## src/rtl/regbank_wb_arbiter.sv

```systemverilog
// Writeback arbiter for a register bank: round-robin between ALU and load ports,
// one-cycle registered write, and a pending-write scoreboard for hazard detection.
module regbank_wb_arbiter #(
  parameter int WIDTH  = 5,
  parameter int DATA_W = 64
) (
  input  logic                  clk,
  input  logic                  rst,
  input  logic                  req0_valid,
  input  logic [WIDTH-1:0]      req0_addr,
  input  logic [DATA_W-1:0]     req0_data,
  output logic                  req0_ready,
  input  logic                  req1_valid,
  input  logic [WIDTH-1:0]      req1_addr,
  input  logic [DATA_W-1:0]     req1_data,
  output logic                  req1_ready,
  input  logic                  reserve_valid,
  input  logic [WIDTH-1:0]      reserve_addr,
  input  logic [WIDTH-1:0]      register1,
  input  logic [WIDTH-1:0]      register2,
  output logic                  hazard1,
  output logic                  hazard2,
  output logic [WIDTH-1:0]      register3,
  output logic [DATA_W-1:0]     datain,
  output logic                  regwrite,
  output logic [(2**WIDTH)-1:0] pending
);

  localparam int NREG = 2**WIDTH;

  logic              last_grant_r;
  logic              regwrite_r;
  logic [WIDTH-1:0]  register3_r;
  logic [DATA_W-1:0] datain_r;
  logic [NREG-1:0]   pending_r;

  logic              grant0_s;
  logic              grant1_s;
  logic              xfer_s;
  logic [WIDTH-1:0]  xfer_addr_s;
  logic [DATA_W-1:0] xfer_data_s;
  logic              xfer_wr_s;
  logic [NREG-1:0]   set_s;
  logic [NREG-1:0]   clr_s;
  logic [NREG-1:0]   pending_nxt_s;

  // Arbitration: alternate on contention, last_grant_r=1 means port 0 goes next
  always_comb begin
    grant0_s = 1'b0;
    grant1_s = 1'b0;
    if (rst) begin
      grant0_s = 1'b0;
      grant1_s = 1'b0;
    end else if (req0_valid && req1_valid) begin
      grant0_s = last_grant_r;
      grant1_s = ~last_grant_r;
    end else begin
      grant0_s = req0_valid;
      grant1_s = req1_valid;
    end
  end

  // Selected transfer and scoreboard next-state; set is applied after clear so it wins
  always_comb begin
    xfer_s      = grant0_s | grant1_s;
    xfer_addr_s = {WIDTH{1'b0}};
    xfer_data_s = {DATA_W{1'b0}};
    set_s       = {NREG{1'b0}};
    clr_s       = {NREG{1'b0}};
    if (grant1_s) begin
      xfer_addr_s = req1_addr;
      xfer_data_s = req1_data;
    end else begin
      xfer_addr_s = req0_addr;
      xfer_data_s = req0_data;
    end
    xfer_wr_s = xfer_s && (xfer_addr_s != {WIDTH{1'b0}});
    if (xfer_wr_s) begin
      clr_s[xfer_addr_s] = 1'b1;
    end else begin
      clr_s = {NREG{1'b0}};
    end
    if (!rst && reserve_valid && (reserve_addr != {WIDTH{1'b0}})) begin
      set_s[reserve_addr] = 1'b1;
    end else begin
      set_s = {NREG{1'b0}};
    end
    pending_nxt_s    = (pending_r & ~clr_s) | set_s;
    pending_nxt_s[0] = 1'b0;
  end

  // State registers: priority, write port pipeline and scoreboard
  always_ff @(posedge clk) begin
    if (rst) begin
      last_grant_r <= 1'b1;
      regwrite_r   <= 1'b0;
      register3_r  <= {WIDTH{1'b0}};
      datain_r     <= {DATA_W{1'b0}};
      pending_r    <= {NREG{1'b0}};
    end else begin
      if (xfer_s) begin
        last_grant_r <= grant1_s;
      end else begin
        last_grant_r <= last_grant_r;
      end
      regwrite_r <= xfer_wr_s;
      if (xfer_wr_s) begin
        register3_r <= xfer_addr_s;
        datain_r    <= xfer_data_s;
      end else begin
        register3_r <= register3_r;
        datain_r    <= datain_r;
      end
      pending_r <= pending_nxt_s;
    end
  end

  // Reset kills a write pulse already captured on the previous edge
  assign regwrite   = regwrite_r & ~rst;
  assign register3  = register3_r;
  assign datain     = datain_r;
  assign pending    = pending_r;
  assign req0_ready = grant0_s;
  assign req1_ready = grant1_s;
  assign hazard1    = pending_r[register1];
  assign hazard2    = pending_r[register2];

endmodule

```

## config.mk

```make
export PLATFORM = sky130hd
export DESIGN_NAME = regbank_wb_arbiter
export DESIGN_NICKNAME = d
export VERILOG_FILES = /design/src/rtl/regbank_wb_arbiter.sv
export SDC_FILE = /design/constraint.sdc
export NUM_CORES = 1
export LEC_CHECK = 0
export ABC_AREA = 1
export BUFFER_PORTS_ARGS = -buffer_cell sky130_fd_sc_hd__buf_2
export CORE_MARGIN = 2
export CORE_UTILIZATION = 40
export DETAILED_ROUTE_END_ITERATION = 16
export GPL_TIMING_DRIVEN = 0
export PLACE_DENSITY = 0.71
export SKIP_LAST_GASP = 1
export SYNTH_ARGS = -nofsm -noshare
export SYNTH_HDL_FRONTEND = slang
export SYNTH_SLANG_ARGS = --single-unit
```

## constraint.sdc

```tcl
create_clock -name clk -period 2.2 [get_ports clk]
set_input_delay 0.33 -clock clk [delete_from_list [all_inputs] [get_ports clk]]
set_output_delay 0.33 -clock clk [all_outputs]
set_load 0.01 [all_outputs]
```

==> run metrics, run 1 <==
outcome finished, final reports clean; largest net degree at the start of global routing 17; Combinational Power Share 0.220; WL final slightly below 20 mm; unrepaired setup endpoints after global routing no; Ys Warns 0; Pleak 0.004360 µW; Congestion Overflow GR 0; synthesized cell area 0.005936 mm²; CP top delay family buffers and inverters; Yosys reg bits 102; clock root cell clkbuf_16; Commonest cells post-synth nand2_1, nor2_1, dfxtp_1; Worst Hold Class in -> reg; crit path launch type register; WL per Instance 13.13 µm; worst-path fanout max 10; Max Fclk 0.4943 GHz; final clock skew 0.008667 ns; number of synthesized flops with an enable pin 0; asr flop ratio synth 0; Remaining DRCs 0; Switching Fraction 0.3023; CP Class reg -> reg; Fin Setup TNS 0 ns; Sw Pwr 1409 µW; CP max-delay cell clkbuf_1; Critical Path AT between 2 and 2.5 ns; sequential element share of the synthesized area 0.3440; filler cell count around 1,600; vias in the first global route between 6,000 and 7,000; Critical Path RT approximately 2.5 ns; post-synth top area share 0.3440; MaxCap Viol Count 0; post-route non-filler standard cell count 1,492; Starting Density 0.4084; cell with the most instances after synthesis nand2_1; vias 7,168; die area 0.01583 mm²; Crit path top cell by count nand2_1; first-pass GRT wire length approximately 31 mm; drt first pass iters 7; final core utilization 0.5345; dominant synthesized flop cell dfxtp_1; syn_nets 1,188; Period minus WS final about 2.0 ns; post-CTS sizing 0; clk sinks slightly above 100; # IOs 264; Layout area overhead 30.88%; Synth area leaders dfxtp_1, nand2_1, nor2_1; Cell Chain, Critical Path nand2_1 > nand3_4 > buf_2 > clkbuf_1 > nand2_1 > nand2_1 > inv_1 > nand3_1 > nand2_1 > nor2_1; Int Pwr 3253 µW; CTS Hold Bufs 0; CTS tree built; Worst path max stage delay 0.48 ns; row cnt 44; area taken by multi-input logic gates 0.003191 mm²; Post-CTS Setup Inserts 0; Core ar. 0.01453 mm²; Slew HR 0.2348; HPWL Detailed 15.18 mm; ANT nets after route 0; initial drt markers 376; number of CTS-inserted buffers 9; maximum vdd ir drop 0.0003624 V; clk buf depth 2; Inst Count DP 1,475; CP endpoint kind register; routed vias/inst 4.804; DIE WIDTH about 130 µm; port bufs 261; Final Hold Viols 0; clock power share 0.347; Synth Instances 1,030; fraction of layout cells with a size suffix above 1 0.2395; GP Congestion 0.8910; dpl cell area 0.007472 mm²; Final #Nets 1,460; Avg Cell Area, Syn 5.763 µm²; Die Height 125.8 µm; hold slack 0.2522 ns; Reg area 0.002042 mm²; gr usage total 0.2426; Worst Path Buf+Inv 3; final slew viol count 0; setup violators final 0; sequential share of power 0.433; initial antenna violation count 0; distinct cell type count after synthesis 28; Clk Latency, worst-skew pair 0.35 ns; Tcrit/Tclk final 0.9196; Slew @ Worst Pin 1.139 ns; post-synth top area cell dfxtp_1; Power Density 600.1 mW/mm²; Final Cell Area 0.007769 mm²; H-Tree Depth 3; Reg clk slew, reported paths 0.07 ns
-- layout make-up --
type                    instances  share of cell area
diodes                          1           0.0003221
well taps                     184             0.02963
clock inverters                 5            0.007570
plain buffers                  53             0.03930
multi-input cells             769              0.4107
repair buffers                261              0.1681
inverters                     106             0.05154
flip-flops and latches        102              0.2628
clock buffers                  11             0.02996
-- layout by cell type (no fill, tap or decap), types with 6 or more instances in the layout --
cell       instances
a21oi_1           46
buf_2            272
buf_6             11
clkbuf_1          24
clkbuf_16          9
dfxtp_1          102
inv_1            100
nand2_1          425
nand3_1           93
nor2_1           161
nor3_1             9
o21ai_0           13
o31ai_1            6
-- cells by family (layout without fill, tap and decap cells) --
group	count (synthesis)	in the layout	share of synthesized area
AOI/OAI and AO/OA	73	73	0.06956
DFF	102	102	0.3440
and+or+nand+nor	695	695	0.4673
other	1	2	0.0006318
buffers and inverters	159	436	0.1185
-- per-layer routing --
| metal | global-route usage | wire length (µm) | up-vias | share of wire |
|---|---|---|---|---|
| met4 | 0.07692 | 345 | 0 | 0.018 |
| met5 | 0 | 0 | - | 0 |
| met1 | 0.3102 | 8681 | 3198 | 0.44 |
| li1 | - | - | 3690 | - |
| met3 | 0.06372 | 1432 | 27 | 0.073 |
| met2 | 0.4016 | 9126 | 253 | 0.47 |
-- final timing paths --
path | slack [ns] | startpoint | to | cells past startpoint
max | 0.18 | last_grant_r$_SDFFE_PP1P_ | datain[4]$_SDFFE_PP0P_ | 10
min | 0.25 | rst | pending[4]$_SDFF_PP0_ | 2
max reg2reg | 0.18 | last_grant_r$_SDFFE_PP1P_ | datain[4]$_SDFFE_PP0P_ | 10
min reg2reg | 0.46 | datain[58]$_SDFFE_PP0P_ | datain[58]$_SDFFE_PP0P_ | 2
-- metrics by stage --
stage / total power [µW] / setup WS [ns]
CTS: 4690 / 0.08937
floorplan: 2662 / 0.4894
global placement: 3079 / 0.02488
finish: 4662 / 0.1769
detailed placement: 3089 / 0.02172
global route: 4912 / 0.03950
-- power groups by stage --
| stage | clock [µW] | sequential [µW] | combinational, µW |
|---|---|---|---|
| floorplan | 0 | 2110 | 556 |
| global placement | 0 | 2060 | 1020 |
| detailed placement | 0 | 2060 | 1030 |
| CTS | 1640 | 2020 | 1030 |
| global route | 1710 | 2030 | 1170 |
| finish | 1620 | 2020 | 1030 |
-- registers in the layout, indices dropped and copies added (netlist names) --
| name | count |
|---|---|
| datain | 64 |
| pending | 31 |
| register3 | 5 |
| last_grant_r | 1 |
| regwrite_r | 1 |
Note: power is estimated with default switching activity, not from simulation.
==> run 2: changes to the inputs <==
- BUFFER_PORTS_ARGS: -buffer_cell sky130_fd_sc_hd__buf_2 -> -buffer_cell sky130_fd_sc_hd__clkbuf_2
==> run 2 against run 1 <==
Clock-buffer cell count up 1. Hold slack worse by 0.00062 ns. Global-route usage up 0.48 points. Critical path type is now in -> out. Largest power group unchanged.
==> run metrics, run 2 (synthesis results as in run 1) <==
outcome finished, final reports clean; hold slack ~0.25 ns; WL final between 15 and 20 mm; MaxCap Viol Count 0; Reg clk slew, reported paths ~0.070 ns; Final Hold Viols 0; Tcrit/Tclk final 0.9142; CP endpoint kind output pin; Pleak about 0.0043 µW; row cnt 44; most frequent cells in the layout nand2_1, clkbuf_2, nor2_1, dfxtp_1, inv_1; final core utilization 0.5319; clock root cell clkbuf_16; DIE WIDTH 125.8 µm; Critical Path AT 1.68 ns; maximum vdd ir drop around 0.00036 V; Starting Density 0.4084; worst-path fanout max 10; Die Height roughly 130 µm; # IOs around 260; Core ar. 0.01453 mm²; Clk Latency, worst-skew pair between 0.3 and 0.4 ns; Post-CTS Setup Inserts 0; first-pass GRT wire length 32.03 mm; Switching Fraction 0.3035; H-Tree Depth 3; unrepaired setup endpoints after global routing no; Combinational Power Share 0.228; clk sinks 102; GP Congestion 0.9033; Cell Chain, Critical Path clkbuf_2 > clkinv_1 > clkbuf_1 > nor2_1 > nor2_1 > o31ai_1 > nand2_1 > nand2_1 > nand2_1 > clkbuf_2; Int Pwr 3150 µW; Worst path max stage delay 0.27 ns; WL per Instance 13.24 µm; fraction of layout cells with a size suffix above 1 0.2383; crit path launch type input pin; CP max-delay cell clkbuf_1; CP Class in -> out; Worst Path Buf+Inv 4; number of CTS-inserted buffers 9; Max Fclk 0.4972 GHz; vias 7,206; clk buf depth 2; Critical Path RT 1.87 ns; Crit path top cell by count nand2_1; setup violators final 0; Power Density 584.9 mW/mm²; ANT cells 0; Layout area overhead 30.25%; clock power share 0.325; vias in the first global route roughly 6,700; initial drt markers a little over 300; Remaining DRCs 0; CTS Hold Bufs 0; die area 0.01583 mm²; final slew viol count 0; Slew HR 0.2497; Congestion Overflow GR 0; final clock skew 0.003482 ns; drt first pass iters 5; CTS tree built; Fin Setup TNS 0 ns; largest net degree at the start of global routing 15; port bufs roughly 260; CP top delay family buffers and inverters; initial antenna violation count 0; Sw Pwr 1372 µW; flip-flop count of the largest register after layout 64; Period minus WS final 2.011 ns; gr usage total 0.2474; Worst Hold Class in -> reg; ANT nets after route 0; Slew @ Worst Pin 1.117 ns; HPWL Detailed about 15 mm; Final #Nets around 1,500; sequential share of power 0.448; routed vias/inst about 4.8; commonest non-fill, non-tap cell in the layout nand2_1
## run 2: cell types whose count changed in the layout (fill, tap and decap cells not counted)
cell        previous run  this run
buf_2                272        11
clkbuf_2               2       263
clkinvlp_4             2         0
bufinv_16              1         0
clkbuf_8               0         1
clkinv_2               1         2
diode_2                1         0
inv_6                  1         0
## run 2: routing by layer
metal,track usage,share of wire,wire length (µm)
met2,0.4207,0.47,9281
met5,0,0,0
met4,0.08403,0.022,438
met3,0.06627,0.083,1639
met1,0.3039,0.42,8361
## run 2: repair_timing
item                                    4_1_cts  5_1_grt
gates resized for setup                       0        4
hold endpoints to repair                      0        0
endpoints found under the setup margin        0        2
## run 2: worst register-to-register path, stage by stage (launching register included)
cell and delay, ns:
dfxtp_1 0.33, nand2_1 0.16, nand3_4 0.18, buf_2 0.31
clkbuf_1 0.42, nand2_1 0.16, nand2_1 0.10, inv_1 0.04
nand3_1 0.07, nand2_1 0.06, nor2_1 0.11
## run 2: worst paths after layout
path,start,end,slack [ns],cells after the start
max,register2[0],hazard2,0.19,10
min,rst,pending[5]$_SDFF_PP0_,0.25,2
max reg2reg,last_grant_r$_SDFFE_PP1P_,datain[23]$_SDFFE_PP0P_,0.22,10
min reg2reg,datain[41]$_SDFFE_PP0P_,datain[41]$_SDFFE_PP0P_,0.47,2
## run 2: power by group through the flow
stage	Combinational [µW]	Clock, µW	Sequential, µW
after floorplan	556	0	2110
after global placement	1020	0	2060
after detailed placement	1030	0	2060
after CTS	1040	1500	2020
after global routing	1160	1560	2040
final	1030	1470	2020
## run 2: per-stage QoR
step | instances | power (µW) | setup WS, ns | area [µm²]
after floorplan | 1030 | 2662 | 0.4894 | 5936
after global placement | 1475 | 3082 | 0.02634 | 7472
after detailed placement | 1475 | 3094 | -0.004512 | 7472
after CTS | 1489 | 4559 | 0.04579 | 7729
after global routing | 1489 | 4763 | 0.01165 | 7731
final | 1489 | 4522 | 0.1887 | 7731
## run 2: area by class of cell
class / instances / area, µm²
fill: 1594 / 6803
tap: 184 / 230.2
clock inverter: 2 / 10.01
clock buffer: 12 / 246.5
inverter: 106 / 400.4
sequential: 102 / 2042
timing repair buffer: 261 / 1306
buffer: 53 / 305.3
multi-input combinational: 769 / 3191
